<file path="src/rtl/fetch_pc_unit.sv">
// Fetch PC generator and IF/ID/EXE stage-PC tracker.
// The fetch PC is an 11-bit halfword address. The next PC comes from one of
// four sources: an EXE correction, an ID-stage jump that was not predicted,
// the branch predictor, or the sequential fall-through.
// A saturating counter records how many EXE corrections have occurred.

module fetch_pc_unit #(
    parameter logic [10:0] RESET_PC = 11'h000,
    parameter int          CNT_W    = 16
) (
    input  logic             CLK,
    input  logic             nrst,
    input  logic             en,
    input  logic             if_is_compressed,
    input  logic             if_prediction,
    input  logic [10:0]      if_PBT,
    input  logic             id_is_jump,
    input  logic             id_jump_in_bht,
    input  logic [10:0]      id_branchtarget,
    input  logic [1:0]       exe_correction,
    input  logic [10:0]      exe_PBT,
    input  logic [10:0]      exe_CNI,
    input  logic             flush,
    output logic [10:0]      if_PC,
    output logic [10:0]      id_PC,
    output logic [10:0]      exe_PC,
    output logic             if_valid,
    output logic             id_valid,
    output logic             exe_valid,
    output logic [1:0]       next_pc_sel,
    output logic [CNT_W-1:0] mispredict_cnt
);

    // BOOT covers the one-cycle read latency of the instruction memory;
    // after that the front end runs freely.
    typedef enum logic {
        BOOT = 1'b0,
        RUN  = 1'b1
    } state_t;

    state_t      state;
    state_t      state_nxt;
    logic        run;
    logic        redirect_exe;
    logic        redirect_id;
    logic        kill_if;
    logic        kill_id;
    logic [10:0] seq_pc;
    logic [10:0] pc_nxt;

    assign run      = (state == RUN);
    assign if_valid = run;

    // State register. Reset wins over en, and en=0 freezes the FSM.
    always_ff @(posedge CLK) begin
        if (!nrst) begin
            state <= BOOT;
        end else if (en) begin
            state <= state_nxt;
        end
    end

    // Next-state logic: BOOT lasts exactly one enabled cycle.
    always_comb begin
        state_nxt = state;
        case (state)
            BOOT:    state_nxt = RUN;
            RUN:     state_nxt = RUN;
            default: state_nxt = BOOT;
        endcase
    end

    // Redirect qualification. A redirect from EXE outranks one from ID, and
    // only RUN can produce either.
    always_comb begin
        redirect_exe = run && exe_correction[1];
        redirect_id  = run && !redirect_exe && id_valid && id_is_jump && !id_jump_in_bht;
        kill_if      = redirect_exe || redirect_id || (run && flush);
        kill_id      = redirect_exe || (run && flush);
    end

    // Next-PC selection by priority. The sequential step wraps at 2^11.
    always_comb begin
        seq_pc      = if_PC + (if_is_compressed ? 11'd1 : 11'd2);
        pc_nxt      = seq_pc;
        next_pc_sel = 2'd0;
        if (run) begin
            if (redirect_exe) begin
                pc_nxt      = exe_correction[0] ? exe_PBT : exe_CNI;
                next_pc_sel = 2'd3;
            end else if (redirect_id) begin
                pc_nxt      = id_branchtarget;
                next_pc_sel = 2'd2;
            end else if (if_valid && if_prediction) begin
                pc_nxt      = if_PBT;
                next_pc_sel = 2'd1;
            end
        end
    end

    // Fetch PC and stage tracking. In BOOT the PC holds. A jump resolved in
    // ID kills only the IF slot, so the jump itself still advances to EXE.
    always_ff @(posedge CLK) begin
        if (!nrst) begin
            if_PC     <= RESET_PC;
            id_PC     <= 11'h000;
            exe_PC    <= 11'h000;
            id_valid  <= 1'b0;
            exe_valid <= 1'b0;
        end else if (en && run) begin
            if_PC     <= pc_nxt;
            id_PC     <= if_PC;
            exe_PC    <= id_PC;
            id_valid  <= if_valid && !kill_if;
            exe_valid <= id_valid && !kill_id;
        end
    end

    // Saturating misprediction counter. It never wraps past all-ones.
    always_ff @(posedge CLK) begin
        if (!nrst) begin
            mispredict_cnt <= '0;
        end else if (en && redirect_exe && (mispredict_cnt != {CNT_W{1'b1}})) begin
            mispredict_cnt <= mispredict_cnt + 1'b1;
        end
    end

endmodule

</file>
<file path="config.mk">
export PLATFORM = sky130hd
export DESIGN_NAME = fetch_pc_unit
export DESIGN_NICKNAME = d
export VERILOG_FILES = /design/src/rtl/fetch_pc_unit.sv
export SDC_FILE = /design/constraint.sdc
export NUM_CORES = 1
export LEC_CHECK = 0
export ABC_AREA = 1
export ABC_CLOCK_PERIOD_IN_PS = 4110
export BUFFER_PORTS_ARGS = -buffer_cell sky130_fd_sc_hd__buf_2
export CAP_MARGIN = 30
export CORE_UTILIZATION = 50
export DETAILED_ROUTE_END_ITERATION = 16
export PLACE_DENSITY = 0.81
export SLEW_MARGIN = 20
export SYNTH_ARGS = -nofsm -noshare
export SYNTH_HDL_FRONTEND = slang
export SYNTH_SLANG_ARGS = --single-unit
export TNS_END_PERCENT = 100
</file>
<file path="constraint.sdc">
create_clock -name CLK -period 4.11 [get_ports CLK]
set_input_delay 0.2055 -clock CLK [delete_from_list [all_inputs] [get_ports CLK]]
set_output_delay 0.2055 -clock CLK [all_outputs]
set_load 0.05 [all_outputs]
</file>
Word-level counts from Yosys, hierarchy flattened
Cells that the tools add are included.
W data, S select, Z words.
{"block": "op_classes", "n_eq_ne": 1, "n_mux": 10, "add_sub_neg": 2, "reduce_logical": 19}
{"op": "$mux W11", "n": 5}
{"op": "$add A16 B1 Y16 const B", "n": 1}
{"op": "$ne A16 B16 Y1 const B", "n": 1}
{"op": "$logic_and A1 B1 Y1", "n": 12}
{"op": "$add A11 B2 Y11", "n": 1}
{"op": "$mux W2", "n": 4}
{"op": "$logic_not A1 Y1", "n": 4}
{"op": "$logic_or A1 B1 Y1", "n": 3}
{"op": "$mux W1", "n": 1}
{"block": "word_totals", "out_inout_bits": 54, "regBits": 52, "input_bits": 54}

Logic depth before layout (Yosys ltp)
Gate-level depths: netlist of the first run.
{"block": "logic_depth", "depth_word": 10, "depth_mapped": 11}

Worst setup path after synthesis of the first run
No wires, ideal clock.
{"block": "synth_path", "path_type": "register to output", "from": "register state (netlist: if_valid)", "to": "output next_pc_sel[0]", "path_slack_ps": 1694, "required_time_ps": 3905, "stages_incl_launch_ff": 4, "arrival_time_ps": 2211, "cell_sequence": "dfxtp_1 nand2_1 clkbuf_1 o21ai_0"}
{"block": "synth_via", "elab_chain_cells": 9, "word_cells_on_any_way": 11, "cone_classes": "mux: 4; reduce/logical: 7"}
{"element": "start: declaration", "line": "41", "source": "state_t state;"}
{"element": "start signal: assignment", "line": "59", "source": "state <= state_nxt;"}
{"element": "$logic_and A1 B1 Y1", "line": "76", "source": "redirect_exe = run && exe_correction[1];"}
{"element": "$logic_not A1 Y1", "line": "77", "source": "redirect_id = run && !redirect_exe && id_valid && id_is_jump && !id_jump_in_bht;"}
{"element": "$logic_and A1 B1 Y1 (4 in series)", "line": "77"}
{"element": "$mux W2", "line": "91", "source": "end else if (redirect_id) begin"}
{"element": "$mux W2", "line": "88", "source": "if (redirect_exe) begin"}
{"element": "$mux W2 (*)", "line": "87", "source": "if (run) begin"}
{"element": "end: declaration", "line": "30", "source": "output logic [1:0] next_pc_sel,"}
Every way passes the cells marked *; elsewhere a longest branch is shown, timed or not.

Worst setup path after layout of the first run
{"block": "layout_path", "from": "register state (netlist: if_valid)", "to": "register if_PC[1]"}
{"block": "layout_via", "elab_chain_cells": 9, "word_cells_on_any_way": 12, "cone_classes": "mux: 4; reduce/logical: 8"}
{"element": "$logic_and A1 B1 Y1", "line": "76"}
{"element": "$logic_not A1 Y1", "line": "77"}
{"element": "$logic_and A1 B1 Y1 (4 in series)", "line": "77"}
{"element": "$mux W11", "line": "91"}
{"element": "$mux W11", "line": "88"}
{"element": "$mux W11", "line": "87"}
{"element": "end signal: assignment", "line": "111", "source": "if_PC <= pc_nxt;"}
{"element": "end: declaration", "line": "24", "source": "output logic [10:0] if_PC,"}
Parallel ways exist; a longest one is shown, timed or not.
A chain may end at the register's enable or synchronous reset.

==> key figures, run 1 <==
Outcome
  • Status: finished, final reports clean

Floorplanning
  • Core area: 0.005574 mm2
  • Initial Util: 0.5241
  • Die H: 78.44 um
  • Die area: 0.006153 mm2
  • Site row count: 27
  • Io pins: 108
  • Chip Width: 78.44 um

Setup path
  • Critical path startpoint category: flip-flop
  • CP required: 4.35 ns
  • Worst r2r path cells: 4
  • CP Capture Type: flip-flop
  • CP Max Fanout: 42
  • Crit path cell chain: nand2_1 > inv_2 > o21ai_0 > a31oi_1
  • Critical path class: flip-flop to flip-flop
  • CP arrival: 2.39 ns
  • Flop-to-flop setup slack: 1.96 ns
  • Slowest-stage cell, CP: inv_2
  • Reg2Reg Launch Point: if_valid
  • Reg2Reg Capture Point: if_PC[1]
  • Max incr delay on CP: 0.72 ns

Timing
  • Slew margin rel.: 0.4267
  • Highest Clock Rate: 0.4645 GHz
  • RSZ-0062 raised after global routing: no
  • Setup Skew: 0.004512 ns
  • Final hold vios: 0
  • Slew at the pin with the worst max-slew slack: 0.8578 ns
  • Final setup fails: 0
  • Setup ws final: 1.957 ns
  • Final Cycle Share: 0.5238
  • Count of pins over their slew limit: 0
  • Setup TNS: 0 ns
  • Minimum clock period: 2.153 ns

Hold path
  • Min-delay src: en
  • Hold Path Cell Cnt: 3
  • Worst min-delay path class: input port to flip-flop
  • Hold Path End: if_valid

Placed design
  • DPL Wire Length: 5598 um
  • GP Congestion: 0.8709
  • Placed Cells: 606
  • I/O Buffers: 107
  • Dpl cell area: 0.003440 mm2
  • Place WS: 1.999 ns

Power
  • Leakage power: 1.691 nW
  • Peak supply drop: 0.0002358 V
  • Overall power: 1.141 mW
  • P per Cell Area: 321.2 mW/mm2

Yosys
  • Share of the synthesized area in the top cell type: 0.3563
  • Top FF cell, synth: dfxtp_1
  • Commonest cells in the netlist: nand2_1 (121), nor2_1 (73), dfxtp_1 (52), o21ai_0 (43), a21oi_1 (32)
  • Post-synth cell types: 33
  • Post-synth top area cell: dfxtp_1
  • Synthesized area: 0.002922 mm2
  • Synth warnings: 0
  • Synth Instances: 446
  • Ys async rst share: 0
  • Synthesized flop and latch total: 52
  • Area contributors post-synth: dfxtp_1 (36%), nand2_1 (16%), nor2_1 (9.4%)
  • Post-synth EDFFs: 0
  • Syn Nets: 504
  • Seq/Total Area, Yosys: 0.3563
  • Top-count cell post-synth: nand2_1
  • Syn_area_per_cell: 6.551 um2

Job
  • Max Cap Viol: 0

Clock tree
  • CTS tree: built
  • Root Driver: clkbuf_8
  • Worst-skew pair later-pin latency: 0.31 ns
  • Cts repair resizes: 0
  • Clock net sink count: 52
  • Clk slew on worst S/H paths: 0.09 ns
  • Postcts setup bufs: 0
  • H-tree Lvls: 2
  • CTS Hold Buffers Added: 0
  • Total CTS buffers: 5
  • Max clock buf depth: 2

Global route
  • First-pass GRT wire length: 12790 um
  • Initial antenna violation count: 0
  • Largest net degree at the start of global routing: 43
  • Global route overflow: 0
  • Vias in the first global route: 2823
  • Total track usage: 0.2606

Detailed routing
  • Post-Route WL: 7596 um
  • Initial DRC count: 155
  • TritonRoute pass-1 iters: 5
  • Post-route DRC violation count: 0
  • Antenna-violating nets left: 0
  • Post-detailed-route wirelength per cell: 12.37 um
  • DR vias: 3195
  • Vias/cell: 5.204

Final layout
  • Ant diodes: 0
  • Register area: 0.001041 mm2
  • Fill cell count: 531
  • Layout cell share with drive strength beyond 1: 0.2454
  • Final Non-Filler Cells: 614
  • Final nets: 599
  • Area delta synth->final: 21.54%
  • Area of the multi-input gates: 0.001649 mm2
  • Post-route cell area: 0.003551 mm2
registers in the layout, summed over array words and instances, names as in the netlist:
signal	cells
id_PC	11
if_valid	1
id_valid	1
mispredict_cnt	16
exe_valid	1
exe_PC	11
if_PC	11
cell type report:
type / instances / area share
multi-input combinational: 342 / 0.4644
timing repair buffer: 107 / 0.1508
inverter: 33 / 0.03488
tap: 72 / 0.02537
clock inverter: 3 / 0.01198
sequential: 52 / 0.2932
clock buffer: 5 / 0.01938
cell families after synthesis:
group	Yosys count	synth area share
xor gates and xnor gates	13	0.03897
buffers and inverters	52	0.07923
DFF	52	0.3563
AOI/OAI and AO/OA	89	0.1653
and+or+nand+nor	236	0.3405
adders and majority gates	4	0.01970
power breakdown:
group / internal, mW / total (mW) / switching (mW) / leakage (nW)
combinational: 0.0671 / 0.236 / 0.169 / 1.21
clock: 0.180 / 0.357 / 0.177 / 0.0541
sequential: 0.526 / 0.547 / 0.0214 / 0.424
metal layers:
| layer | global-route usage | part of all wire | vias to the layer above |
|---|---|---|---|
| li1 | - | - | 1627 |
| met1 | 0.3436 | 0.45 | 1409 |
| met2 | 0.4132 | 0.45 | 144 |
| met3 | 0.05698 | 0.074 | 15 |
| met4 | 0.1019 | 0.021 | 0 |
| met5 | 0 | 0 | - |
critical path: cells and delay by family, from the launching register on:
family / cells / cell delay, ns
and+or+nand+nor: 1 / 0.53
DFF: 1 / 0.43
buffers and inverters: 1 / 0.72
AOI/OAI and AO/OA: 2 / 0.38
worst max-delay path by stage:
stage / from / endpoint / depth (start not counted)
CTS: if_valid / mispredict_cnt[2] / 7
global route: if_valid / mispredict_cnt[2] / 7
finish: if_valid / if_PC[1] / 4
detailed placement: if_valid / mispredict_cnt[2] / 7
global placement: if_valid / mispredict_cnt[5] / 7
floorplan: if_valid / next_pc_sel[0] / 3
metrics by stage:
step	hold slack [ns]	utilization
after global placement	0.4393	0.6171
final	0.1131	0.6370
after detailed placement	0.4505	0.6171
after global routing	0.1187	0.6370
after floorplan	0.3213	-
after CTS	0.1179	0.6370
placed cells by master (no fill, tap or decap), drive strengths merged:
master,n
buf,107
clkinv,1
nor3,9
fa,1
a21oi,39
nand2,123
nand4,5
nor2,76
o21ai,44
dfxtp,52
xnor2,6
nand3b,1
clkinvlp,1
clkbuf,5
a211oi,1
o211ai,2
xor2,7
bufinv,1
ha,3
nand3,22
a31oi,3
inv,33
(Power assumes the default switching activity.)
==> run 2: changes to the inputs <==
- ABC_AREA: 1 -> 0
- ABC_CLOCK_PERIOD_IN_PS: 4110 -> 1730
- CORE_UTILIZATION: 50 -> 44
- PLACE_DENSITY: 0.81 -> 0.77
- clock period: 4.11 -> 1.73 ns (I/O delays scaled with it)
==> key figures, run 2 <==
Outcome
  • Status: complete, but fails checks
  • Failing checks: negative setup slack

Global route
  • Vias in the first global route: 2705 (-4.2%)
  • Largest net degree at the start of global routing: 27 (-37%)
  • First-pass GRT wire length: 12520 um (-2.1%)
  • Initial antenna violation count: 0 (unchanged)
  • Global route overflow: 0 (unchanged)
  • Total track usage: 0.2507 (-0.009854)

Placed design
  • I/O Buffers: 107 (unchanged)
  • DPL Wire Length: 5778 um (+3.2%)
  • Place WS: -0.003122 ns (-2.002 ns)
  • Dpl cell area: 0.003487 mm2 (+1.4%)
  • Placed Cells: 515 (-15%)
  • GP Congestion: 0.8732 (+0.26%)

Yosys
  • Mux share of post-synthesis cell area: 0.05836 (+0.05836)
  • Commonest cells in the netlist: nand2_1 (65), dfxtp_1 (52), a21oi_1 (40), nor2_1 (27), o21ai_0 (25)
  • Synthesized flop and latch total: 52 (unchanged)
  • Share of the synthesized area in the top cell type: 0.3884 (+0.03211)
  • Area contributors post-synth: dfxtp_1 (39%), nand2_1 (9.1%), a21oi_1 (7.5%)
  • Syn_area_per_cell: 8.097 um2 (+24%)
  • Post-synthesis simple-gate area fraction: 0.2358 (-0.1047)
  • Post-synth EDFFs: 0 (unchanged)
  • Ys async rst share: 0 (unchanged)
  • Syn Nets: 389 (-23%)
  • Top-count cell post-synth: nand2_1
  • Largest family of logic cells by synthesized area: simple AND/OR/NAND/NOR gates
  • Post-synthesis xor/xnor area fraction: 0.06536 (+0.02639)
  • Post-synth top area cell: dfxtp_1
  • Synthesized area: 0.002680 mm2 (-8.3%)
  • Adder-Cell Fraction of Synth Area: 0.02148 (+0.001775)
  • Top FF cell, synth: dfxtp_1
  • Synth warnings: 0 (unchanged)
  • Synth Area in Compound Gates: 0.1989 (+0.03357)
  • Post-synth cell types: 49 (+48%)
  • Synth Instances: 331 (-26%)
  • Seq/Total Area, Yosys: 0.3884 (+0.03211)

Setup path
  • Critical path startpoint category: flip-flop
  • CP Max Fanout: 2 (-95%)
  • Critical path class: flip-flop to flip-flop
  • Max incr delay on CP: 0.40 ns (-0.32 ns)
  • CP arrival: 1.96 ns (-0.43 ns)
  • Most used cell, CP: mux2_4
  • Buf/Inv on CP: 0 (-1)
  • Top delay family on crit path: adder cells
  • Crit path cell chain: ha_4 > fa_2 > mux2_4 > mux2_4 > a21oi_2 > nor2_1
  • CP Capture Type: flip-flop
  • Slowest-stage cell, CP: fa_2
  • CP required: 1.96 ns (-2.39 ns)

Floorplanning
  • Die H: 80.05 um (+2.0%)
  • Site row count: 28 (+3.7%)
  • Chip Width: 80.05 um (+2.0%)
  • Die area: 0.006407 mm2 (+4.1%)
  • Initial Util: 0.4554 (-0.06877)
  • Core area: 0.005886 mm2 (+5.6%)
  • Io pins: 108 (unchanged)

Detailed routing
  • DR vias: 2851 (-11%)
  • DRT met1 WL: 3394 um (-1.3%)
  • Initial DRC count: 225 (+45%)
  • Antenna-violating nets left: 0 (unchanged)
  • Highest metal used: met4
  • TritonRoute pass-1 iters: 4 (-1)
  • Vias/cell: 5.430 (+4.4%)
  • WL met3: 590 um (+4.6%)
  • WL met2: 3727 um (+8.6%)
  • Post-route DRC violation count: 0 (unchanged)
  • Post-detailed-route wirelength per cell: 14.98 um (+21%)
  • Post-Route WL: 7862 um (+3.5%)

Timing
  • Setup ws final: -0.001358 ns (-1.959 ns)
  • Slew at the pin with the worst max-slew slack: 0.4580 ns (-0.3999 ns)
  • Highest Clock Rate: 0.5776 GHz (+24%)
  • Final hold vios: 0 (unchanged)
  • Final setup fails: 1 (+1)
  • RSZ-0062 raised after global routing: yes
  • Setup Skew: 0.01030 ns (+0.005789 ns)
  • Final Cycle Share: 1.001 (+0.4770)
  • Count of pins over their slew limit: 0 (unchanged)
  • Slew margin rel.: 0.6939 (+0.2672)
  • Minimum clock period: 1.731 ns (-0.4214 ns)

Final layout
  • Max FFs per register: 16 (unchanged)
  • Fill cell count: 555 (+4.5%)
  • Most common cell after layout, fill and taps aside: buf_2
  • Layout cell share with drive strength beyond 1: 0.4067 (+0.1613)
  • Post-Route Utilization: 0.6148 (-0.02224)
  • Top reg by flops: mispredict_cnt
  • Post-route cell area: 0.003618 mm2 (+1.9%)
  • Final Non-Filler Cells: 525 (-14%)
  • Ant diodes: 0 (unchanged)
  • Area delta synth->final: 35.01%
  • Most frequent cells in the layout: buf_2 (107), nand2_1 (65), a21oi_1 (39), dfxtp_1 (28), nor2_1 (26)
  • Final nets: 507 (-15%)

Clock tree
  • CTS tree: built
  • Root Driver: clkbuf_8
  • Worst-skew pair later-pin latency: 0.32 ns (about the same)
  • Clk slew on worst S/H paths: 0.11 ns (+0.02 ns)
  • Clock net sink count: 52 (unchanged)
  • Max clock buf depth: 2 (unchanged)
  • Total CTS buffers: 5 (unchanged)
  • H-tree Lvls: 2 (unchanged)

Power
  • P per Cell Area: 675.4 mW/mm2 (+110%)
  • Leakage power: 1.589 nW (-6.0%)
  • Peak supply drop: 0.0004454 V (+89%)
  • Overall power: 2.444 mW (+110%)

Hold path
  • Worst min-delay path class: input port to flip-flop

Job
  • Max Cap Viol: 0 (unchanged)
==> run 2: changes by cell type in the layout (fill, tap and decap cells not counted), sizes merged, moves of 6 or more <==
| cell | change |
|---|---|
| nand3 | -14 |
| inv | -30 |
| nor3 | -6 |
| nor2 | -49 |
| buf | +23 |
| nand2 | -58 |
| mux2i | +10 |
| o21ai | -19 |
==> run 2: area by class of cell <==
type                    instances  area, um2  share of cell area
multi-input cells             258       1610              0.4450
flip-flops and latches         52       1091              0.3015
repair buffers                130      720.7              0.1992
well taps                      75      93.84             0.02593
clock buffers                   5      68.82             0.01902
clock inverters                 3      26.28            0.007261
inverters                       2      7.507            0.002075
==> run 2: cells by family (layout without fill, tap and decap cells) <==
| kind of cell | count (synthesis) | after routing |
|---|---|---|
| AOI/OAI and AO/OA | 89 | 89 |
| and+or+nand+nor | 130 | 130 |
| muxes | 15 | 15 |
| adders and majority gates | 4 | 4 |
| xor gates and xnor gates | 20 | 20 |
| buffers and inverters | 21 | 140 |
| DFF | 52 | 52 |
==> run 2: worst paths after layout <==
check,startpoint,end,slack [ns],cells after the start
setup / recovery,if_PC[0],if_PC[1],-0.001,6
hold / removal,id_branchtarget[2],if_PC[2],0.05,3
setup reg to reg,if_PC[0],if_PC[1],-0.001,6
hold reg to reg,exe_PC[10],exe_PC[10],0.46,2
==> run 2: stage by stage <==
step | hold WS [ns] | TNS, ns
final | 0.05319 | -0.001358
after global routing | 0.06650 | -0.03877
after CTS | 0.04822 | 0
after detailed placement | 0.3760 | -0.003122
after global placement | 0.3629 | 0
after floorplan | 0.2010 | -0.1765
==> run 2: what timing repair did <==
item,CTS,global route
endpoints found under the setup margin,3,7
resized for setup,2,6
setup buffers,0,2
hold buffers,0,0
pin swaps,0,4
==> run 2: routing by layer <==
layer | track usage | vias up
li1 | - | 1403
met2 | 0.4342 | 98
met4 | 0.07857 | 0
met5 | 0 | -
met3 | 0.06171 | 14
met1 | 0.3032 | 1336
==> run 2: report_power, final <==
group / total (mW) / internal (mW) / switching, mW
logic: 0.437 / 0.165 / 0.272
clock network: 0.762 / 0.300 / 0.462
registers: 1.25 / 1.21 / 0.0318
==> run 2: worst min-delay path: stages <==
cell and delay, ns:
buf_2 0.08, a21oi_1 0.05, a21oi_1 0.12
